### config.mk
export PLATFORM = sky130hd
export DESIGN_NAME = uart_tx_scheduler
export DESIGN_NICKNAME = d
export VERILOG_FILES = /design/src/rtl/uart_tx_scheduler.sv
export SDC_FILE = /design/constraint.sdc
export NUM_CORES = 1
export LEC_CHECK = 0
export ABC_AREA = 1
export CORE_AREA = 8 8 77 79
export CTS_BUF_LIST = sky130_fd_sc_hd__clkbuf_4 sky130_fd_sc_hd__clkbuf_8 sky130_fd_sc_hd__clkbuf_16
export CTS_CLUSTER_SIZE = 30
export DETAILED_ROUTE_END_ITERATION = 6
export DIE_AREA = 0 0 85 87
export DONT_BUFFER_PORTS = 1
export PLACE_DENSITY_LB_ADDON = 0.3
export SYNTH_ARGS = -nofsm -noshare
export SYNTH_HDL_FRONTEND = slang
export SYNTH_SLANG_ARGS = --single-unit
### constraint.sdc
create_clock -name clk -period 4.8 [get_ports clk]
set_input_delay 0 -clock clk [delete_from_list [all_inputs] [get_ports clk]]
set_output_delay 0 -clock clk [all_outputs]
set_load 0.01 [all_outputs]
### src/rtl/uart_tx_scheduler.sv
// -----------------------------------------------------------------------------
// uart_tx_scheduler
//
// Frames host bytes onto the UART transmit line. Each frame is a start bit,
// DATA_BITS data bits sent LSB first, an optional parity bit and one stop bit.
// Every bit lasts 16 ticks of the baud generator's sample_ENABLE strobe.
// A one-entry holding register lets the host queue the next byte while a
// frame is on the wire, so back-to-back frames leave no idle gap.
//
// Ports
//   clk            system clock, rising edge
//   reset          asynchronous active-low reset (0 = reset)
//   Tx_EN          transmitter enable; only gates the start of a frame
//   Tx_WR          one-cycle write strobe qualifying Tx_DATA
//   Tx_DATA        byte to transmit
//   sample_ENABLE  16x baud tick, one clk wide
//   Tx_D           registered serial output, idles high
//   Tx_BUSY        high while a frame is in progress
//   Tx_FULL        holding register occupied
//   Tx_DONE        one-cycle pulse at the end of every stop bit
//   Tx_OVR         one-cycle pulse when a write is dropped (holding full)
// -----------------------------------------------------------------------------
module uart_tx_scheduler #(
    parameter int DATA_BITS  = 8,
    parameter int PARITY_EN  = 1,
    parameter int PARITY_ODD = 0
) (
    input  logic                 clk,
    input  logic                 reset,
    input  logic                 Tx_EN,
    input  logic                 Tx_WR,
    input  logic [DATA_BITS-1:0] Tx_DATA,
    input  logic                 sample_ENABLE,
    output logic                 Tx_D,
    output logic                 Tx_BUSY,
    output logic                 Tx_FULL,
    output logic                 Tx_DONE,
    output logic                 Tx_OVR
);

    typedef enum logic [2:0] {
        IDLE,
        START,
        DATA,
        PARITY,
        STOP
    } state_t;

    localparam logic [2:0] LAST_BIT = 3'(DATA_BITS - 1);
    localparam logic       PAR_EN   = (PARITY_EN != 0);
    localparam logic       PAR_ODD  = (PARITY_ODD != 0);

    state_t               state,    state_next;
    logic [3:0]           tick_cnt, tick_next;
    logic [2:0]           bit_cnt,  bit_next;
    logic [DATA_BITS-1:0] shift_q,  shift_next;
    logic [DATA_BITS-1:0] hold_q,   hold_next;
    logic                 parity_q, parity_next;
    logic                 full_q,   full_next;
    logic                 tx_d_q,   tx_d_next;
    logic                 done_q,   done_next;
    logic                 ovr_q,    ovr_next;

    logic                 bit_end;
    logic                 load;
    logic [DATA_BITS-1:0] load_data;

    // -------------------------------------------------------------------------
    // Next-state and datapath logic
    // -------------------------------------------------------------------------
    always_comb begin
        // NOTE: every variable gets a default before any branch; a path that
        // leaves one unassigned would infer a latch.
        state_next  = state;
        tick_next   = tick_cnt;
        bit_next    = bit_cnt;
        shift_next  = shift_q;
        hold_next   = hold_q;
        parity_next = parity_q;
        full_next   = full_q;
        done_next   = 1'b0;
        ovr_next    = 1'b0;
        load        = 1'b0;
        tx_d_next   = 1'b1;

        bit_end   = (state != IDLE) && sample_ENABLE && (tick_cnt == 4'd15);
        // A queued byte always goes out before the one being written now.
        load_data = full_q ? hold_q : Tx_DATA;

        // The 4-bit counter wraps to 0 by itself on the 16th tick.
        if ((state != IDLE) && sample_ENABLE) begin
            tick_next = tick_cnt + 4'd1;
        end

        case (state)
            IDLE: begin
                load = Tx_EN && (Tx_WR || full_q);
            end
            START: begin
                if (bit_end) state_next = DATA;
            end
            DATA: begin
                if (bit_end) begin
                    shift_next = shift_q >> 1;
                    if (bit_cnt == LAST_BIT) begin
                        bit_next   = 3'd0;
                        state_next = PAR_EN ? PARITY : STOP;
                    end else begin
                        bit_next = bit_cnt + 3'd1;
                    end
                end
            end
            PARITY: begin
                if (bit_end) state_next = STOP;
            end
            STOP: begin
                if (bit_end) begin
                    done_next = 1'b1;
                    // Chain straight into the next frame when a byte is
                    // available, otherwise drop back to idle.
                    load = Tx_EN && (Tx_WR || full_q);
                    if (!load) state_next = IDLE;
                end
            end
            default: state_next = IDLE;
        endcase

        if (load) begin
            state_next  = START;
            tick_next   = 4'd0;
            bit_next    = 3'd0;
            shift_next  = load_data;
            parity_next = (^load_data) ^ PAR_ODD;
        end

        // Host write path. When the holding byte is consumed in the same
        // cycle as a write, the new byte takes its place without overrun.
        // When the holding register is empty and a frame loads, the write
        // itself was consumed into the shift register above.
        if (load && full_q) begin
            full_next = Tx_WR;
            if (Tx_WR) hold_next = Tx_DATA;
        end else if (Tx_WR && !load) begin
            if (full_q) begin
                ovr_next = 1'b1;
            end else begin
                hold_next = Tx_DATA;
                full_next = 1'b1;
            end
        end

        // Line level follows the state being entered, so Tx_D is registered
        // and changes on the same edge as the state.
        case (state_next)
            START:   tx_d_next = 1'b0;
            DATA:    tx_d_next = shift_next[0];
            PARITY:  tx_d_next = parity_next;
            default: tx_d_next = 1'b1;
        endcase
    end

    // -------------------------------------------------------------------------
    // State register
    // -------------------------------------------------------------------------
    // NOTE: sequential state uses non-blocking assignments so every register
    // samples the pre-edge values regardless of statement order.
    always_ff @(posedge clk or negedge reset) begin
        if (!reset) begin
            state    <= IDLE;
            tick_cnt <= 4'd0;
            bit_cnt  <= 3'd0;
            shift_q  <= '0;
            hold_q   <= '0;
            parity_q <= 1'b0;
            full_q   <= 1'b0;
            tx_d_q   <= 1'b1;
            done_q   <= 1'b0;
            ovr_q    <= 1'b0;
        end else begin
            state    <= state_next;
            tick_cnt <= tick_next;
            bit_cnt  <= bit_next;
            shift_q  <= shift_next;
            hold_q   <= hold_next;
            parity_q <= parity_next;
            full_q   <= full_next;
            tx_d_q   <= tx_d_next;
            done_q   <= done_next;
            ovr_q    <= ovr_next;
        end
    end

    assign Tx_D    = tx_d_q;
    assign Tx_BUSY = (state != IDLE);
    assign Tx_FULL = full_q;
    assign Tx_DONE = done_q;
    assign Tx_OVR  = ovr_q;

endmodule

==> impl_metrics.py, run 1 <==
metrics = {
    "routing": {
        "routed_wl_um": 4000,
        "vias_per_cell": 5.00,
        "drt_iter0_drc": 94,
        "avgRoutedWirePerCell_um": 12.3,
        "drtPass1Iterations": 4,
        "drc": 0,
        "vias": 1624,
        "ant_nets": 0,
    },
    "cells_and_area": {
        "final_cells": 325,
        "drive_gt1_share_pct": 6.69,
        "final_area_sq_um": 2110,
        "fin_nets": 284,
        "area_delta_synth_final_pct": 14.9,
        "diodes": 0,
    },
    "clock_tree": {
        "clock_latency_ps": 280,
        "clk_pin_slew_ps": 70,
        "numCtsBuffers": 5,
        "cts_resized": 0,
        "root_buffer": "clkbuf_8",
        "cts_htree_levels": 2,
        "cts.sinks": 31,
        "cts_buffer_depth": 2,
        "tritoncts": "done",
    },
    "sta": {
        "setup_tns_ps": 0,
        "skew_ps": 4.79,
        "setup-violations-final": 0,
        "hold_viol": 1,
        "slew_headroom_pct": 47.9,
        "fmax_mhz": 432,
        "maxSlewViolCount": 0,
        "period_minus_slack_ps": 2320,
        "worst_slew_pin_slew_ps": 781,
        "holdWs_ps": -0.770,
        "rsz0062_at_grt": "no",
        "fin_crit_sh_pct": 48.3,
    },
    "synthesis": {
        "yosysMostFrequentCell": "nand2_1",
        "synth_edf_count": 0,
        "ys_warn_count": 0,
        "synth_nets": 272,
        "synth_top_family_by_area": "simple AND/OR/NAND/NOR gates",
        "syn_area_per_cell_sq_um": 7.18,
        "synth_cell_types": 33,
        "synth_top_area_cell": "dfrtp_1",
        "netlist_top_cells_area": "dfrtp_1 41%, nand2_1 20%, inv_1 7.1%",
        "yosys.area_share.adder_pct": 2.04,
        "ys_ff_latch": 31,
        "syn_area_sq_um": 1840,
        "synthMuxAreaShare_pct": 0,
        "synth_compound_area_share_pct": 15.4,
        "synth_ff_type": "dfrtp_1",
        "synthCells": 256,
        "yosysTopAreaCellShare_pct": 40.8,
        "synth_xor_area_share_pct": 0.952,
        "synthSimpleGateAreaFrac_pct": 29.6,
        "ys_top_cells_by_count": "99 x nand2_1, 35 x inv_1, 30 x dfrtp_1",
        "ys_seq_area_share_pct": 42.2,
        "async_reset_ff_share_pct": 100,
    },
    "worst_setup_path": {
        "cp_max_fo": 22,
        "critical_path.top_delay_family": "simple AND/OR/NAND/NOR gates",
        "worstPathRequired_ps": 5010,
        "crit_slowest_cell": "dfrtp_1",
        "cp.depth": 13,
        "crit_path_end_kind": "flip-flop",
        "cpPeakStageDelay_ps": 850,
        "crit_top_cell": "nand2_1",
        "crit_chain": "inv_1 > nand2_1 > nand2_1 > nand2_1 > nand2_1 > inv_1 > nand2_1 > nand2_1 > nand2_1 > nand2_1 > nand2_1 > nand3_1 > nand3_1",
        "crit_buf_inv": 2,
        "crit_type": "reg2reg",
        "crit_path_start_kind": "flip-flop",
        "r2r_cells": 13,
        "worstPathArrival_ps": 2520,
    },
    "floorplan": {
        "initial_core_util_pct": 37.9,
        "die_x_um": 85,
        "row_count": 26,
        "die_area_sq_um": 7400,
        "die_h_um": 87,
        "io_pins": 18,
        "coreArea_sq_um": 4850,
    },
    "place": {
        "dpl_cell_area_sq_um": 1870,
        "io_buffers": 0,
        "place_hpwl_um": 2800,
        "place_inst": 305,
        "gp_congestion": 0.780,
    },
    "run_status": {
        "status": "finished with violations",
        "failed_checks": "negative hold slack",
    },
    "job": {
        "cap_violations": 0,
    },
    "global_routing": {
        "first_global_vias": 1518,
        "track_usage_pct": 11.9,
        "grt_pass1_wl_um": 7120,
        "grt_max_degree": 32,
        "grt-ovfl-total": 0,
        "antenna_found_initial": 0,
    },
    "power_and_ir_drop": {
        "leakage_nw": 1.09,
        "p_per_area_nw_per_um2": 557,
        "p_total_mw": 1.18,
        "max-vdd-ir-drop_mv": 0.280,
    },
    "min_path": {
        "hold-path-cell-count": 4,
        "hold_class": "in2reg",
    },
}
cell families after synthesis:
| family | count (synthesis) |
|---|---|
| DFF | 31 |
| xor gates and xnor gates | 2 |
| buffers and inverters | 43 |
| adders and majority gates | 3 |
| and+or+nand+nor | 130 |
| AOI/OAI and AO/OA | 47 |
cells in the final DEF, fill, tap and decap left out:
cell	count
clkinv_2	1
nand3_1	9
nand4_1	2
buf_12	1
o21ai_4	1
a31oi_1	1
nand2_2	2
o21a_1	1
nand3_4	1
bufinv_16	1
xor2_1	1
nor2_2	1
clkbuf_8	6
nor2_1	9
dfstp_2	1
nor3_1	3
and3_1	1
o221ai_1	6
or2_2	1
o21ai_1	1
dfrtp_1	30
o21ai_0	22
nand2_4	1
a21boi_0	2
ha_1	3
dlygate4sd3_1	11
o211ai_1	1
a21oi_1	10
inv_2	1
and2_1	1
nand2_1	99
o22ai_1	1
o31ai_1	1
xnor2_1	1
inv_1	35
final timing paths:
kind	start	end	slack, ps
min in group asynchronous	reset	shift_q[3]	180
hold / removal	Tx_DATA[1]	shift_q[1]	-0.8
setup reg to reg	Tx_FULL	Tx_D	2480
setup / recovery	Tx_FULL	Tx_D	2480
max in group asynchronous	reset	Tx_D	4380
hold reg to reg	tick_cnt[2]	tick_cnt[2]	490
worst reg2reg max path, stage by stage (launching register included):
cell and delay [ps]:
dfrtp_1 850, inv_1 450, nand2_1 160, nand2_1 120, nand2_1 80, nand2_1 80, inv_1 80, nand2_1 50
nand2_1 50, nand2_1 40, nand2_1 80, nand2_1 60, nand3_1 80, nand3_1 70
power by group:
group	switching, mW	leakage, nW	internal (mW)
combinational	0.310	0.646	0.180
sequential	0.0616	0.386	0.358
clock	0.0985	0.0612	0.168
total	0.470	1.09	0.706
flip-flops by register name, indices dropped and copies added (netlist names), 3 cells and up:
| register | count |
|---|---|
| bit_cnt | 3 |
| hold_q | 8 |
| shift_q | 8 |
| state | 3 |
| tick_cnt | 4 |
layout make-up:
class | count | area [sq um]
Multi-Input combinational cell | 182 | 883
Clock buffer | 6 | 82.6
Inverter | 36 | 135
Sequential cell | 31 | 777
Fill cell | 476 | 2730
Tap cell | 56 | 70.1
Timing Repair Buffer | 12 | 130
Clock inverter | 2 | 35.0
metal layers:
metal	routed length (um)	vias to the layer above	track usage [%]
met5	0	-	0
met2	1850	33	18.6
met3	145	4	2.55
li1	-	841	-
met1	1950	746	15.5
met4	50	0	4.85
metrics by stage:
stage / worst slack (ps) / util, %
floorplan: 3170 / -
global placement: 2490 / 38.5
detailed placement: 2450 / 38.5
CTS: 2450 / 43.6
global route: 2170 / 43.6
finish: 2480 / 43.6
repair_timing:
item | CTS | global route
setup endpoints to repair | 0 | 0
hold endpoints to repair | 42 | 0
hold buffers | 12 | 0
setup buffers | 0 | 0
(Power assumes the default switching activity.)
==> run 2, diff against run 1 <==
- ABC_AREA: 1 -> 0
- CORE_AREA: 8 8 77 79 -> 8 8 72 74
- DIE_AREA: 0 0 85 87 -> 0 0 80 82
- clock period: 4.8 -> 2 ns (I/O delays scaled with it)
==> impl_metrics.py, run 2 <==
metrics = {
    "worst_setup_path": {
        "crit_chain": "ha_2 > nand4_4 > a2111oi_4 > xnor2_1 > and2_4 > mux2_2",
        "crit_path_start_kind": "flip-flop",
        "cpPeakStageDelay_ps": 380,
        "worstPathRequired_ps": 2160,
        "cp_max_fo": 8,
        "worstPathArrival_ps": 2080,
        "crit_buf_inv": 0,
        "critical_path.top_delay_family": "compound AO/OA/AOI/OAI gates",
        "crit_path_end_kind": "flip-flop",
        "crit_type": "reg2reg",
        "crit_slowest_cell": "a2111oi_4",
    },
    "synthesis": {
        "synth_top_area_cell": "dfrtp_1",
        "yosysTopAreaCellShare_pct": 48.0,
        "yosysMostFrequentCell": "dfrtp_1",
        "netlist_top_cells_area": "dfrtp_1 48%, mux2i_1 5.8%, mux2_2 5.8%",
        "synth_edf_count": 0,
        "syn_area_sq_um": 1560,
        "async_reset_ff_share_pct": 100,
        "ys_top_cells_by_count": "30 x dfrtp_1, 15 x nor2_1, 12 x nand2_1",
        "ys_seq_area_share_pct": 49.7,
        "ys_ff_latch": 31,
        "synth_ff_type": "dfrtp_1",
        "ys_warn_count": 0,
        "synth_nets": 158,
        "synthCells": 142,
        "synth_cell_types": 34,
        "syn_area_per_cell_sq_um": 11.0,
    },
    "power_and_ir_drop": {
        "p_per_area_nw_per_um2": 1420,
        "p_total_mw": 2.70,
        "leakage_nw": 0.852,
        "max-vdd-ir-drop_mv": 0.753,
    },
    "sta": {
        "worst_slew_pin_slew_ps": 382,
        "fin_crit_sh_pct": 96.0,
        "skew_ps": 2.31,
        "fmax_mhz": 521,
        "rsz0062_at_grt": "no",
        "slew_headroom_pct": 74.5,
        "fin_ws_ps": 80.6,
        "period_minus_slack_ps": 1920,
        "maxSlewViolCount": 0,
        "setup-violations-final": 0,
        "hold_viol": 0,
    },
    "clock_tree": {
        "cts.sinks": 31,
        "clk_pin_slew_ps": 60,
        "numCtsBuffers": 5,
        "cts_buffer_depth": 2,
        "tritoncts": "done",
        "cts_htree_levels": 2,
        "root_buffer": "clkbuf_8",
        "clock_latency_ps": 280,
    },
    "cells_and_area": {
        "top_regs": "hold_q: 8 flops, shift_q: 8 flops, tick_cnt: 4 flops",
        "layout_commonest_cell": "dfrtp_1",
        "drive_gt1_share_pct": 21.3,
        "seqCellArea_sq_um": 777,
        "fill_cells": 384,
        "multi_input_area_sq_um": 741,
        "area_delta_synth_final_pct": 21.8,
        "diodes": 0,
        "most-common-layout-cells": "30 x dfrtp_1, 15 x nor2_1, 12 x nand2_1, 12 x buf_4, 10 x dlygate4sd3_1",
        "fin_nets": 179,
        "final_cells": 216,
    },
    "place": {
        "place_inst": 197,
        "gp_congestion": 0.790,
        "pre_cts_ws_ps": -41.3,
        "io_buffers": 0,
        "place_hpwl_um": 2180,
    },
    "global_routing": {
        "antenna_found_initial": 0,
        "grt_max_degree": 32,
        "track_usage_pct": 10.5,
        "grt_pass1_wl_um": 5460,
        "grt-ovfl-total": 0,
        "first_global_vias": 1184,
    },
    "min_path": {
        "hold_class": "in2reg",
    },
    "routing": {
        "vias_per_cell": 5.00,
        "routed_wl_um": 2980,
        "drc": 0,
        "avgRoutedWirePerCell_um": 13.8,
        "vias": 1080,
        "drt_iter0_drc": 17,
        "ant_nets": 0,
        "drtPass1Iterations": 4,
    },
    "floorplan": {
        "row_count": 24,
        "coreArea_sq_um": 4140,
        "die_x_um": 80,
        "die_area_sq_um": 6560,
        "initial_core_util_pct": 37.7,
        "die_h_um": 82,
        "io_pins": 18,
    },
    "run_status": {
        "status": "finished, final reports clean",
    },
    "job": {
        "cap_violations": 0,
    },
}
-- run 2: worst paths after layout --
path / cells after the start / from / slack (ps) / endpoint
setup / recovery: 6 / tick_cnt[0] / 80 / hold_q[3]
hold / removal: 3 / Tx_DATA[4] / 30 / shift_q[4]
setup reg to reg: 6 / tick_cnt[0] / 80 / hold_q[3]
hold reg to reg: 2 / parity_q / 490 / parity_q
max in group asynchronous: 2 / reset / 1610 / Tx_D
min in group asynchronous: 2 / reset / 160 / Tx_DONE
-- run 2: worst reg2reg max path, cell delays in order (launching register included) --
cell       delay [ps]
dfrtp_1           360
ha_2              220
nand4_4           100
a2111oi_4         380
xnor2_1           170
and2_4            230
mux2_2            350
-- run 2: cell families after synthesis --
family	count (synthesis)	share of synthesized area, %
fa+ha+maj	4	3.04
buf+inv	11	3.28
simple gates	43	14.0
compound gates	24	11.8
flops	31	49.7
mux	17	11.5
xor+xnor	12	6.72
-- run 2: final cells by class --
type                    count  share of cell area (%)
flip-flops and latches     31                    40.8
multi-input cells         100                    38.9
repair buffers             23                    11.0
clock buffers               8                    5.45
well taps                  52                    3.42
inverters                   2                   0.394
-- run 2: repair_timing --
item / in CTS / in global routing
endpoints found under the hold margin: 43 / 0
pin swaps: 5 / 2
setup endpoints to repair: 8 / 8
buffers inserted: 1 / 0
hold buffers: 11 / 0
resized for setup: 2 / 0
-- run 2: layer usage --
| layer | GRT usage [%] | wire length, um |
|---|---|---|
| met2 | 16.9 | 1400 |
| met3 | 2.84 | 119 |
| met4 | 5.09 | 48 |
| met1 | 12.7 | 1410 |
| met5 | 0 | 0 |
-- run 2: report_power, final --
part           internal [mW]  total, mW  switching, mW
clock network          0.327      0.549          0.222
registers              0.873       1.03          0.157
logic                  0.608       1.12          0.508
-- run 2: stage by stage --
stage	instance area (sq um)	hold WS, ps	utilization, %	TNS (ps)
global route	1900	54.6	46.0	0
detailed placement	1690	-294	40.7	-220
floorplan	1560	-296	-	0
CTS	1900	33.0	46.0	0
global placement	1690	-295	40.7	0
finish	1900	33.3	46.0	0
==> run 3, diff against run 2 <==
- CORE_AREA: 8 8 72 74 -> 8 8 69 77
- DIE_AREA: 0 0 80 82 -> 0 0 77 85
- SETUP_SLACK_MARGIN: unset -> 0.05
==> impl_metrics.py, run 3 (synthesis results as in run 2) <==
metrics = {
    "cells_and_area": {
        "top_regs": "hold_q: 8 flops, shift_q: 8 flops, tick_cnt: 4 flops",
        "final_area_sq_um": 2020,
        "fin_nets": 181,
        "most-common-layout-cells": "30 x dfrtp_1, 13 x nor2_1, 12 x nand2_1, 12 x buf_4, 11 x dlygate4sd3_1",
        "final_cells": 220,
        "layout_commonest_cell": "dfrtp_1",
        "fill_cells": 386,
        "final_core_util_pct": 48.8,
        "diodes": 0,
        "drive_gt1_share_pct": 24.1,
        "area_delta_synth_final_pct": 28.9,
    },
    "worst_setup_path": {
        "worstPathArrival_ps": 2120,
        "worstPathRequired_ps": 2180,
        "crit_path_start_kind": "flip-flop",
        "crit_buf_inv": 0,
        "crit_path_end_kind": "flip-flop",
        "crit_type": "reg2reg",
        "critical_path.top_delay_family": "compound AO/OA/AOI/OAI gates",
        "crit_slowest_cell": "a2111oi_4",
        "cpPeakStageDelay_ps": 420,
        "crit_chain": "ha_4 > nand4_4 > a2111oi_4 > xnor2_1 > and2_4 > mux2_4",
        "cp_max_fo": 8,
        "r2r-start": "tick_cnt[1]",
        "startpoint": "tick_cnt[1]",
    },
    "floorplan": {
        "initial_core_util_pct": 37.9,
        "die_x_um": 77,
        "die_area_sq_um": 6550,
        "row_count": 25,
        "io_pins": 18,
        "coreArea_sq_um": 4130,
        "die_h_um": 85,
    },
    "global_routing": {
        "grt_max_degree": 32,
        "antenna_found_initial": 0,
        "track_usage_pct": 11.0,
        "grt_pass1_wl_um": 5820,
        "first_global_vias": 1270,
        "grt-ovfl-total": 0,
    },
    "clock_tree": {
        "root_buffer": "clkbuf_8",
        "cts_htree_levels": 2,
        "cts_buffer_depth": 2,
        "numCtsBuffers": 5,
        "clk_pin_slew_ps": 70,
        "tritoncts": "done",
        "clock_latency_ps": 290,
        "cts.sinks": 31,
    },
    "sta": {
        "setup_tns_ps": 0,
        "period_minus_slack_ps": 1940,
        "setup-violations-final": 0,
        "fin_crit_sh_pct": 97.0,
        "skew_ps": 4.66,
        "slew_headroom_pct": 66.6,
        "worst_slew_pin_slew_ps": 501,
        "fmax_mhz": 515,
        "rsz0062_at_grt": "yes",
        "holdWs_ps": -2.11,
        "fin_ws_ps": 59.5,
        "hold_viol": 1,
        "maxSlewViolCount": 0,
    },
    "place": {
        "place_hpwl_um": 2230,
        "gp_congestion": 0.798,
        "place_inst": 198,
        "dpl_cell_area_sq_um": 1670,
        "pre_cts_ws_ps": -50.2,
        "io_buffers": 0,
    },
    "job": {
        "cap_violations": 0,
    },
    "routing": {
        "avgRoutedWirePerCell_um": 14.9,
        "routed_wl_um": 3270,
        "ant_nets": 0,
        "drtPass1Iterations": 4,
        "drt_iter0_drc": 70,
        "drc": 0,
        "vias_per_cell": 5.12,
        "vias": 1127,
    },
    "power_and_ir_drop": {
        "max-vdd-ir-drop_mv": 0.692,
        "leakage_nw": 0.905,
        "p_per_area_nw_per_um2": 1500,
        "p_total_mw": 3.01,
    },
    "run_status": {
        "status": "finished with violations",
        "failed_checks": "negative hold slack",
    },
    "min_path": {
        "hp-start": "Tx_WR",
        "hold_class": "in2reg",
    },
}
-- run 3: cell type report --
| cell class | count | area, sq um | share of cell area (%) |
|---|---|---|---|
| repair buffers | 25 | 225 | 11.2 |
| well taps | 54 | 67.6 | 3.35 |
| inverters | 2 | 7.51 | 0.372 |
| clock inverters | 2 | 60.1 | 2.98 |
| flip-flops and latches | 31 | 777 | 38.5 |
| multi-input cells | 100 | 802 | 39.8 |
| clock buffers | 6 | 76.3 | 3.79 |
-- run 3: metal layers --
layer / routed length [um] / track usage, % / share of wire [%]
met1: 1460 / 12.0 / 45
met2: 1560 / 17.9 / 48
met3: 172 / 4.76 / 5.3
met4: 72 / 5.67 / 2.2
met5: 0 / 0 / 0
-- run 3: repair_timing --
item                                    4_1_cts  5_1_grt
hold buffers                                 12        0
cloned                                        0        1
resized for setup                             2       15
hold endpoints to repair                     44        0
endpoints found under the setup margin        8       17
buffers inserted                              0        1
pin swaps                                     0        6
-- run 3: worst paths after layout --
check,endpoint,slack [ps],depth (start not counted)
setup / recovery,hold_q[2],60,6
hold / removal,Tx_OVR,-2,2
setup reg to reg,hold_q[2],60,6
hold reg to reg,parity_q,490,2
max in group asynchronous,Tx_D,1600,2
min in group asynchronous,Tx_DONE,170,2
-- run 3: power breakdown --
| group | internal, mW | switching (mW) |
|---|---|---|
| logic | 0.673 | 0.520 |
| clock network | 0.511 | 0.239 |
| registers | 0.873 | 0.197 |
| total | 2.06 | 0.956 |
